[src/rtl/pipe_sched_pkg.sv]
// Shared types and constants for the pipe-field sequencer and its optional LFSR.
// Optional random pattern order is enabled with `define PIPE_SCHED_LFSR_EN.
package pipe_sched_pkg;

    typedef enum logic [1:0] {
        ST_IDLE = 2'd0,
        ST_RUN  = 2'd1,
        ST_SWAP = 2'd2,
        ST_OVER = 2'd3
    } sched_state_t;

    localparam int         NUM_PIPES = 4;
    localparam logic [7:0] LFSR_SEED = 8'hA5;
    // Fibonacci taps 8,6,5,4 expressed as bit positions 7,5,4,3.
    localparam logic [7:0] LFSR_TAPS = 8'hB8;
    localparam logic [7:0] SCORE_MAX = 8'd255;

    // A random candidate equal to the current pattern is bumped so the field always changes.
    function automatic logic [1:0] pick_next_index(input logic [1:0] cur, input logic [1:0] cand);
        return (cand == cur) ? cur + 2'd1 : cand;
    endfunction

endpackage

[src/rtl/pipe_lfsr.sv]
// 8-bit Fibonacci LFSR (taps 8,6,5,4), seeded on reset and stepping every clock.
// Only instantiated when PIPE_SCHED_LFSR_EN is defined.
module pipe_lfsr
    import pipe_sched_pkg::*;
(
    input  logic       i_clk,
    input  logic       i_reset,
    output logic [7:0] o_state
);

    logic [7:0] r_state;
    logic       w_feedback;

    assign w_feedback = ^(r_state & LFSR_TAPS);

    always_ff @(posedge i_clk) begin
        if (i_reset) begin
            r_state <= LFSR_SEED;
        end else begin
            r_state <= {r_state[6:0], w_feedback};
        end
    end

    assign o_state = r_state;

endmodule

[src/rtl/pipe_scheduler.sv]
// Scrolls the four-pipe field, scores pipes passed, swaps the gap-ROM pattern on each
// full-field wrap and freezes on collision. Define PIPE_SCHED_LFSR_EN for random pattern order.
module pipe_scheduler
    import pipe_sched_pkg::*;
#(
    parameter int PIPE_SPACING = 160,
    parameter int SPEED        = 2
)
(
    input  logic       i_clk,
    input  logic       i_reset,
    input  logic       i_start,
    input  logic       i_tick,
    input  logic       i_collide,
    output logic [1:0] o_rom_i,
    output logic [9:0] o_scroll_x,
    output logic [7:0] o_score,
    output logic       o_running,
    output logic       o_pattern_load
);

    localparam int         FIELD     = NUM_PIPES * PIPE_SPACING;
    localparam logic [9:0] FIELD_W   = 10'(FIELD);
    localparam logic [9:0] SPACING_W = 10'(PIPE_SPACING);
    localparam logic [9:0] SPEED_W   = 10'(SPEED);

    sched_state_t r_state;
    logic [9:0]   r_scroll_x;
    logic [9:0]   r_phase;
    logic [7:0]   r_score;
    logic [1:0]   r_rom_i;
    logic         r_running;
    logic         r_pattern_load;

    logic [9:0]   w_raw;
    logic [9:0]   w_phase_raw;
    logic         w_wrap;
    logic         w_pass;
    logic [7:0]   w_score_inc;
    logic [1:0]   w_next_idx;

    // Field and phase sums stay below 1024 because SPEED < PIPE_SPACING.
    assign w_raw       = r_scroll_x + SPEED_W;
    assign w_phase_raw = r_phase + SPEED_W;
    assign w_wrap      = (w_raw >= FIELD_W);
    assign w_pass      = (w_phase_raw >= SPACING_W);
    assign w_score_inc = (r_score == SCORE_MAX) ? r_score : r_score + 8'd1;

`ifdef PIPE_SCHED_LFSR_EN
    logic [7:0] w_lfsr;

    pipe_lfsr u_lfsr (
        .i_clk   (i_clk),
        .i_reset (i_reset),
        .o_state (w_lfsr)
    );

    assign w_next_idx = pick_next_index(r_rom_i, w_lfsr[1:0]);
`else
    assign w_next_idx = r_rom_i + 2'd1;
`endif

    always_ff @(posedge i_clk) begin
        if (i_reset) begin
            r_state        <= ST_IDLE;
            r_scroll_x     <= '0;
            r_phase        <= '0;
            r_score        <= '0;
            r_rom_i        <= '0;
            r_running      <= 1'b0;
            r_pattern_load <= 1'b0;
        end else begin
            r_pattern_load <= 1'b0;
            case (r_state)
                ST_IDLE: begin
                    if (i_start) begin
                        r_state   <= ST_RUN;
                        r_running <= 1'b1;
                    end
                end
                ST_RUN: begin
                    if (i_collide) begin
                        r_state   <= ST_OVER;
                        r_running <= 1'b0;
                    end else if (i_tick) begin
                        r_scroll_x <= w_wrap ? w_raw - FIELD_W : w_raw;
                        r_phase    <= w_pass ? w_phase_raw - SPACING_W : w_phase_raw;
                        if (w_pass) begin
                            r_score <= w_score_inc;
                        end
                        if (w_wrap) begin
                            r_state <= ST_SWAP;
                        end
                    end
                end
                ST_SWAP: begin
                    // Any tick seen here is dropped; collision abandons the pattern change.
                    if (i_collide) begin
                        r_state   <= ST_OVER;
                        r_running <= 1'b0;
                    end else begin
                        r_rom_i        <= w_next_idx;
                        r_pattern_load <= 1'b1;
                        r_state        <= ST_RUN;
                    end
                end
                ST_OVER: begin
                    if (i_start) begin
                        r_state    <= ST_RUN;
                        r_running  <= 1'b1;
                        r_scroll_x <= '0;
                        r_phase    <= '0;
                        r_score    <= '0;
                    end
                end
                default: begin
                    r_state   <= ST_IDLE;
                    r_running <= 1'b0;
                end
            endcase
        end
    end

    assign o_rom_i        = r_rom_i;
    assign o_scroll_x     = r_scroll_x;
    assign o_score        = r_score;
    assign o_running      = r_running;
    assign o_pattern_load = r_pattern_load;

endmodule
[config.mk]
export PLATFORM = sky130hd
export DESIGN_NAME = pipe_scheduler
export DESIGN_NICKNAME = d
export VERILOG_FILES = /design/src/rtl/pipe_sched_pkg.sv /design/src/rtl/pipe_lfsr.sv /design/src/rtl/pipe_scheduler.sv
export SDC_FILE = /design/constraint.sdc
export NUM_CORES = 1
export LEC_CHECK = 0
export CORE_MARGIN = 2
export CORE_UTILIZATION = 60
export CTS_BUF_LIST = sky130_fd_sc_hd__clkbuf_2
export DETAILED_ROUTE_END_ITERATION = 12
export PLACE_DENSITY_LB_ADDON = 0.08
export SETUP_SLACK_MARGIN = 0.3
export SKIP_CTS_REPAIR_TIMING = 1
export SLEW_MARGIN = 20
export SYNTH_ARGS = -nofsm -noshare
export SYNTH_HDL_FRONTEND = slang
export SYNTH_SLANG_ARGS = --single-unit
[constraint.sdc]
create_clock -name i_clk -period 4.6 [get_ports i_clk]
set_clock_uncertainty 0.05 [all_clocks]
set_input_delay 0.92 -clock i_clk [delete_from_list [all_inputs] [get_ports i_clk]]
set_output_delay 0.92 -clock i_clk [all_outputs]
set_load 0.01 [all_outputs]
Word level (Yosys, flattened, before mapping)

Index checks and enable logic that the tools add are counted.

Register bits after elaboration: 34
Bits in latches: 0
Memory bits (writable): 0
Memory bits (read-only): 0
Output and inout port bits: 22
Logic and storage cells: 65
Memories: 0

Add/subtract/negate cells: 6
Multiply operators: 0
Divide/modulo/power cells: 0
Order comparisons: 2
Equal/unequal tests: 13
Shift-type cells: 0
Muxes and demuxes: 25
Bitwise gates (word level): 2
Reductions and logical operators: 10

Operators with widths:

| kind                                                                   | number |
|---|---|
| 10-bit two-way mux                                                     | 7 |
| 8-bit two-way mux                                                      | 5 |
| 10-bit one-hot mux with 2 select lines                                 | 2 |
| 10-bit by 2-bit adder with 10-bit output, second input constant        | 2 |
| 8-bit one-hot mux with 2 select lines                                  | 1 |
| 10-bit >= comparator, second input constant                            | 1 |
| 10-bit by 8-bit >= comparator with 1-bit output, second input constant | 1 |
| 2-bit two-way mux                                                      | 5 |
| 2-bit != test, second input constant                                   | 5 |
| 10-bit subtractor, second input constant                               | 1 |
| 10-bit by 8-bit subtractor with 10-bit output, second input constant   | 1 |
| 8-bit by 1-bit adder with 8-bit output, second input constant          | 1 |
| 8-bit equality test, second input constant                             | 1 |
| 3-bit != test, second input constant                                   | 2 |
| 2-bit one-hot mux with 3 select lines                                  | 1 |
| 6-bit AND reduction                                                    | 1 |
| 2-bit OR reduction                                                     | 3 |
| 2-bit equality test, second input constant                             | 2 |
| 2-bit by 1-bit != test with 1-bit output, second input constant        | 2 |
| 2-bit AND reduction                                                    | 2 |
| 4-bit AND reduction                                                    | 1 |
| 1-bit two-way mux                                                      | 3 |
| 3-bit AND reduction                                                    | 1 |
| 2-bit by 1-bit adder with 2-bit output, second input constant          | 1 |
| other kinds (5)                                                        | 6 |

Depth between registers and ports, before layout

Gate-level depths: netlist (run 1).

Depth in word-level cells: 6
Gate-level depth with buffers: 10

Worst setup path before layout (run 1)

OpenSTA, ideal clock, no wires.

Path kind: input to register
Start: input i_collide
End: register r_score[7] (netlist: o_score[7])
Arrival: 2.343 ns
Data required time: 4.480 ns
Setup slack: 2.137 ns
Cell stages on the path: 7
Buffers on the path: 1
Path through: nand2b_1 > a21o_1 > clkbuf_1 > a2111oi_4 > a211oi_4 > or3_1 > a21oi_1

Cells in the longest elaborated chain, start to end: 2

Ends and longest elaborated chain:

| item                          | line                 | RTL |
|---|---|---|
| start, declared               | pipe_scheduler.sv:14 | `input logic i_collide,` |
| 2-bit != test (no line)       | -                    |  |
| 6-bit AND reduction (no line) | -                    |  |
| end signal, assigned          | pipe_scheduler.sv:89 | `r_score <= w_score_inc;` |
| end, declared                 | pipe_scheduler.sv:30 | `logic [7:0] r_score;` |

Every way passes these cells.
A chain may end at the register's enable or synchronous reset.

Worst setup path in the final report (run 1)

Start: input i_start
End: register r_score[4] (netlist: o_score[4])

Cells in the longest elaborated chain, start to end: 2

Ends and longest elaborated chain:

| item                          | line                 | RTL |
|---|---|---|
| start, declared               | pipe_scheduler.sv:12 | `input logic i_start,` |
| 2-bit != test (no line)       | -                    |  |
| 6-bit AND reduction (no line) | -                    |  |

Every way passes these cells.

==> results of run 1 <==
## critical path: stages
cell and delay [ps]:
clkdlybuf4s50_1 450, mux2i_1 300, a21o_1 560, o22ai_1 140
or3_1 440, nor4_2 290
## final timing paths
kind | slack [ps] | to | cells past startpoint
worst max-delay path | 1760 | o_score[4]$_SDFFE_PP0P_ | 6
worst min-delay path | 450 | o_running$_SDFFE_PP0P_ | 2
worst max register to register | 1860 | o_score[4]$_SDFFE_PP0P_ | 6
worst min register to register | 450 | o_running$_SDFFE_PP0P_ | 2
## placed cells by master, fill, tap and decap left out, drive strengths merged, types with 3 or more instances in the layout
| cell | n |
|---|---|
| and4 | 3 |
| nand3b | 3 |
| a22oi | 3 |
| xnor2 | 5 |
| and3 | 6 |
| clkinv | 3 |
| a211oi | 3 |
| nand4 | 3 |
| or3 | 7 |
| a21o | 3 |
| clkbuf | 5 |
| inv | 8 |
| nor2 | 30 |
| clkdlybuf4s50 | 25 |
| nor3 | 6 |
| nand2b | 6 |
| dfxtp | 32 |
| and2 | 6 |
| o21ai | 20 |
| a31oi | 4 |
| ha | 8 |
| a21oi | 25 |
| nor4 | 5 |
| nand3 | 11 |
| nand2 | 20 |
## layout make-up
cell class	count	area, um2
Clock buffer	5	25.0
Multi-Input combinational cell	211	1370
Tap cell	46	57.6
Inverter	8	30.0
Fill cell	284	970
Clock inverter	3	13.8
Sequential cell	32	641
Timing Repair Buffer	26	258
## metrics by stage
stage	hold slack (ps)	utilization	cell area [um2]	worst slack [ps]
CTS	452	0.712	2390	1770
finish	448	0.712	2390	1760
global route	491	0.712	2390	1650
floorplan	413	-	2110	2140
global placement	414	0.700	2350	1440
detailed placement	428	0.700	2350	1370
## layer usage
metal,up-vias,wire [um]
li1,1013,-
met1,952,2340
met2,59,2110
met3,8,228
met4,0,61
met5,-,0
## flip-flops by register name, indices dropped and copies added (netlist names)
name / cells
o_rom_i: 2
o_pattern_load: 1
o_running: 1
r_phase: 9
r_state: 2
o_scroll_x: 9
o_score: 8
## Yosys cell counts (all sizes together) (7+ instances only)
master	count
dfxtp	32
inv	8
or3	7
nand3	11
nor2	30
ha	8
o21ai	20
a21oi	25
nand2	20
clkbuf	9
## power breakdown
group          internal (mW)  switching (mW)  leakage, nW
sequential             0.293          0.0163        0.259
clock                 0.0340           0.105       0.0302
combinational         0.0716           0.126        0.527
total                  0.398           0.247        0.816
## kinds of logic (layout without fill, tap and decap cells)
logic type      after synthesis  in the layout  share of synthesized area
compound gates               76             76                      0.253
xor+xnor                      7              7                     0.0291
fa+ha+maj                     8              8                     0.0475
buf+inv                      23             42                     0.0458
flops                        32             32                      0.304
mux                           2              2                    0.00951
other cells                   1              1                    0.00178
simple gates                117            117                      0.309
==> impl_metrics.env, run 1 <==
export IMPL_clk_pin_slew_ps=170
export IMPL_period_minus_slack_ps=2840
export IMPL_antenna_left=0
export IMPL_crit_path_end_kind="flip-flop"
export IMPL_cts_tree="yes"
export IMPL_ios=27
export IMPL_layout_drive_gt1_share=0.0772
export IMPL_synth_cells=266
export IMPL_synthTopCellsByArea="dfxtp_1 30%, a21oi_1 5.9%, nor2_1 5.3%"
export IMPL_vias_per_cell=6.14
export IMPL_slew_headroom=0.317
export IMPL_clock_path_buffers=2
export IMPL_wire_per_inst_um=14.3
export IMPL_hold_class="reg -> reg"
export IMPL_setup_tns_ps=0
export IMPL_routed_wl_um=4730
export IMPL_grt_pass1_vias=1756
export IMPL_met1_usage=0.350
export IMPL_setup_viol=0
export IMPL_grt_first_pass_wirelength_um=8090
export IMPL_start_util=0.626
export IMPL_crit_required_ps=4870
export IMPL_synthArstFlopShare=0
export IMPL_start_kind="input pin"
export IMPL_dieArea_mm2=0.00400
export IMPL_fin_crit_sh=0.617
export IMPL_vdd_drop_max_mv=0.255
export IMPL_slew_viol_final=0
export IMPL_die_w_um=63.2
export IMPL_met3_usage=0.0571
export IMPL_maxCapViolations=0
export IMPL_worstPathArrival_ps=3110
export IMPL_fp_coreArea_mm2=0.00336
export IMPL_seq_area_frac_synth=0.304
export IMPL_gr_total_overflow=0
export IMPL_hold_viol_final=0
export IMPL_status="completed"
export IMPL_num_antenna_cells=0
export IMPL_grt_busiest_layer="met2"
export IMPL_tightest_slew_ps=1020
export IMPL_synth_cell_type_count=62
export IMPL_antenna_found_initial=0
export IMPL_ys_seq_elements=32
export IMPL_cts_root_buf="clkbuf_2"
export IMPL_crit_fanout=20
export IMPL_drt_pass1_iterations=4
export IMPL_die_y_um=63.2
export IMPL_yosys_area_top_type_share=0.304
export IMPL_rows=21
export IMPL_crit_start="i_start"
export IMPL_clock_sinks=32
export IMPL_final_cells=331
export IMPL_fin_nets=297
export IMPL_dp_hpwl_um=3300
export IMPL_gp_congestion=0.811
export IMPL_cts_made_buffers=5
export IMPL_yosysWarnings=0
export IMPL_syn_mean_instance_area_um2=7.92
export IMPL_io_buffers=25
export IMPL_clkLatencyLatePin_ps=390
export IMPL_synth_edf_count=0
export IMPL_syn2layout_area_growth_pct=13.7
export IMPL_met2_usage=0.380
export IMPL_p_leak_nw=0.816
export IMPL_fmax_ghz=0.352
export IMPL_drc_errors=0
export IMPL_grt_usage=0.249
export IMPL_synthesis_area_mm2=0.00211
export IMPL_synth_ff_type="dfxtp_1"
export IMPL_hold_start="o_running$_SDFFE_PP0P_"
export IMPL_report_power_total_mw=0.645
export IMPL_cts_htree_levels=2
export IMPL_reg2reg_from="r_state[0]$_SDFFE_PP0P_"
export IMPL_syn_num_nets=279
export IMPL_place_inst=323
export IMPL_grt_max_degree=28
export IMPL_synth_top_area_cell="dfxtp_1"
export IMPL_rsz0062_at_grt="no"
export IMPL_via_count=2032
export IMPL_drt_iter0_markers=165
export IMPL_crit_type="in -> reg"
export IMPL_p_per_area_mw_per_mm2=270
(Power assumes the default switching activity.)
==> inputs of run 2 (changes only) <==
Settings changed: CORE_UTILIZATION 60 to 57.
Clock period 4.6 ns to 3 ns, I/O delays scaled along.
==> impl_metrics.env, run 2 (synthesized netlist as in run 1, its figures left out) <==
export IMPL_met2_usage=0.383
export IMPL_crit_path_end_kind="flip-flop"
export IMPL_setup_viol=0
export IMPL_grt_pass1_vias=1794
export IMPL_start_kind="flip-flop"
export IMPL_fin_util=0.681
export IMPL_tightest_slew_ps=749
export IMPL_p_leak_nw=0.837
export IMPL_num_antenna_cells=0
export IMPL_ios=27
export IMPL_clkLatencyLatePin_ps=400
export IMPL_dieArea_mm2=0.00420
export IMPL_drt_pass1_iterations=4
export IMPL_gr_total_overflow=0
export IMPL_wire_per_inst_um=14.4
export IMPL_pre_cts_slack_ps=290
export IMPL_slew_viol_final=0
export IMPL_cts_made_buffers=5
export IMPL_start_util=0.584
export IMPL_status="completed"
export IMPL_p_per_area_mw_per_mm2=447
export IMPL_fin_crit_sh=0.846
export IMPL_dp_hpwl_um=3410
export IMPL_vias_per_cell=5.98
export IMPL_met3_usage=0.0642
export IMPL_setup_tns_ps=0
export IMPL_final_cells=337
export IMPL_r2r_cells=7
export IMPL_place_inst=329
export IMPL_final_common_cell="dfxtp_1"
export IMPL_cts_tree="yes"
export IMPL_fin_hold_ws_ps=454
export IMPL_cts_root_buf="clkbuf_2"
export IMPL_fin_nets=301
export IMPL_fmax_ghz=0.394
export IMPL_clock_sinks=32
export IMPL_clk_pin_slew_ps=190
export IMPL_slew_headroom=0.496
export IMPL_fin_ws_ps=462
export IMPL_via_count=2015
export IMPL_cts_htree_levels=2
export IMPL_maxCapViolations=0
export IMPL_worstPathArrival_ps=2820
export IMPL_grt_usage=0.246
export IMPL_crit_fanout=7
export IMPL_hold_class="reg -> reg"
export IMPL_crit_required_ps=3290
export IMPL_layout_drive_gt1_share=0.100
export IMPL_layout_common_cells="31 x dfxtp_1, 30 x nor2_1, 25 x a21oi_1, 25 x clkdlybuf4s50_1, 20 x nand2_1"
export IMPL_period_minus_slack_ps=2540
export IMPL_rows=22
export IMPL_fillers=307
export IMPL_die_y_um=64.8
export IMPL_routed_wl_um=4860
export IMPL_hold_viol_final=0
export IMPL_fp_coreArea_mm2=0.00361
export IMPL_io_buffers=25
export IMPL_drc_errors=0
export IMPL_grt_busiest_layer="met2"
export IMPL_rsz0062_at_grt="no"
export IMPL_min_path_cells=2
export IMPL_gp_congestion=0.812
export IMPL_syn2layout_area_growth_pct=16.7
export IMPL_die_w_um=64.8
export IMPL_antenna_left=0
export IMPL_grt_max_degree=18
export IMPL_drt_iter0_markers=141
export IMPL_grt_first_pass_wirelength_um=8100
export IMPL_vdd_drop_max_mv=0.514
export IMPL_clock_path_buffers=2
export IMPL_met1_usage=0.323
export IMPL_crit_type="reg -> reg"
export IMPL_antenna_found_initial=0
[run 2: changes by cell type in the layout (fill, tap and decap cells not counted)]
cell	before	now
buf_4	1	5
clkinv_2	2	0
ha_1	8	6
ha_2	0	2
a21o_1	3	2
a21o_2	0	1
bufinv_16	0	1
clkinv_1	1	2
dfxtp_1	32	31
dfxtp_2	0	1
[run 2: where the power goes]
part	internal, mW	leakage [nW]	switching [mW]
combinational	0.125	0.540	0.202
sequential	0.449	0.259	0.0248
clock	0.136	0.0380	0.162
[run 2: stage by stage]
stage	instance area (um2)	power (mW)
CTS	2450	1.10
global route	2460	1.17
detailed placement	2390	0.799
finish	2460	1.10
floorplan	2110	0.708
global placement	2390	0.790
[run 2: layout make-up]
type,instances,area (um2),share of cell area
clock buffer,5,25.0,0.0102
clock inverter,3,37.5,0.0153
inverter,8,30.0,0.0122
multi-input combinational,211,1380,0.560
sequential,32,642,0.261
tap,48,60.1,0.0244
timing repair buffer,30,288,0.117
[run 2: layer usage]
layer,up-vias,wire length [um]
met5,-,0
li1,1016,-
met3,8,228
met2,48,2240
met4,0,75
met1,943,2310
[run 2: critical path: stages (launching register included)]
cell,delay [ps]
dfxtp_1,440
ha_2,270
nand3_2,140
o311a_4,410
nor4_4,350
nor2_1,80
or3_1,480
nor4_2,280
[run 2: final timing paths]
check	start	to	slack, ps
setup / recovery	r_phase[1]$_SDFFE_PP0P_	o_score[4]$_SDFFE_PP0P_	460
hold / removal	o_running$_SDFFE_PP0P_	o_running$_SDFFE_PP0P_	450
setup reg to reg	r_phase[1]$_SDFFE_PP0P_	o_score[4]$_SDFFE_PP0P_	460
hold reg to reg	o_running$_SDFFE_PP0P_	o_running$_SDFFE_PP0P_	450
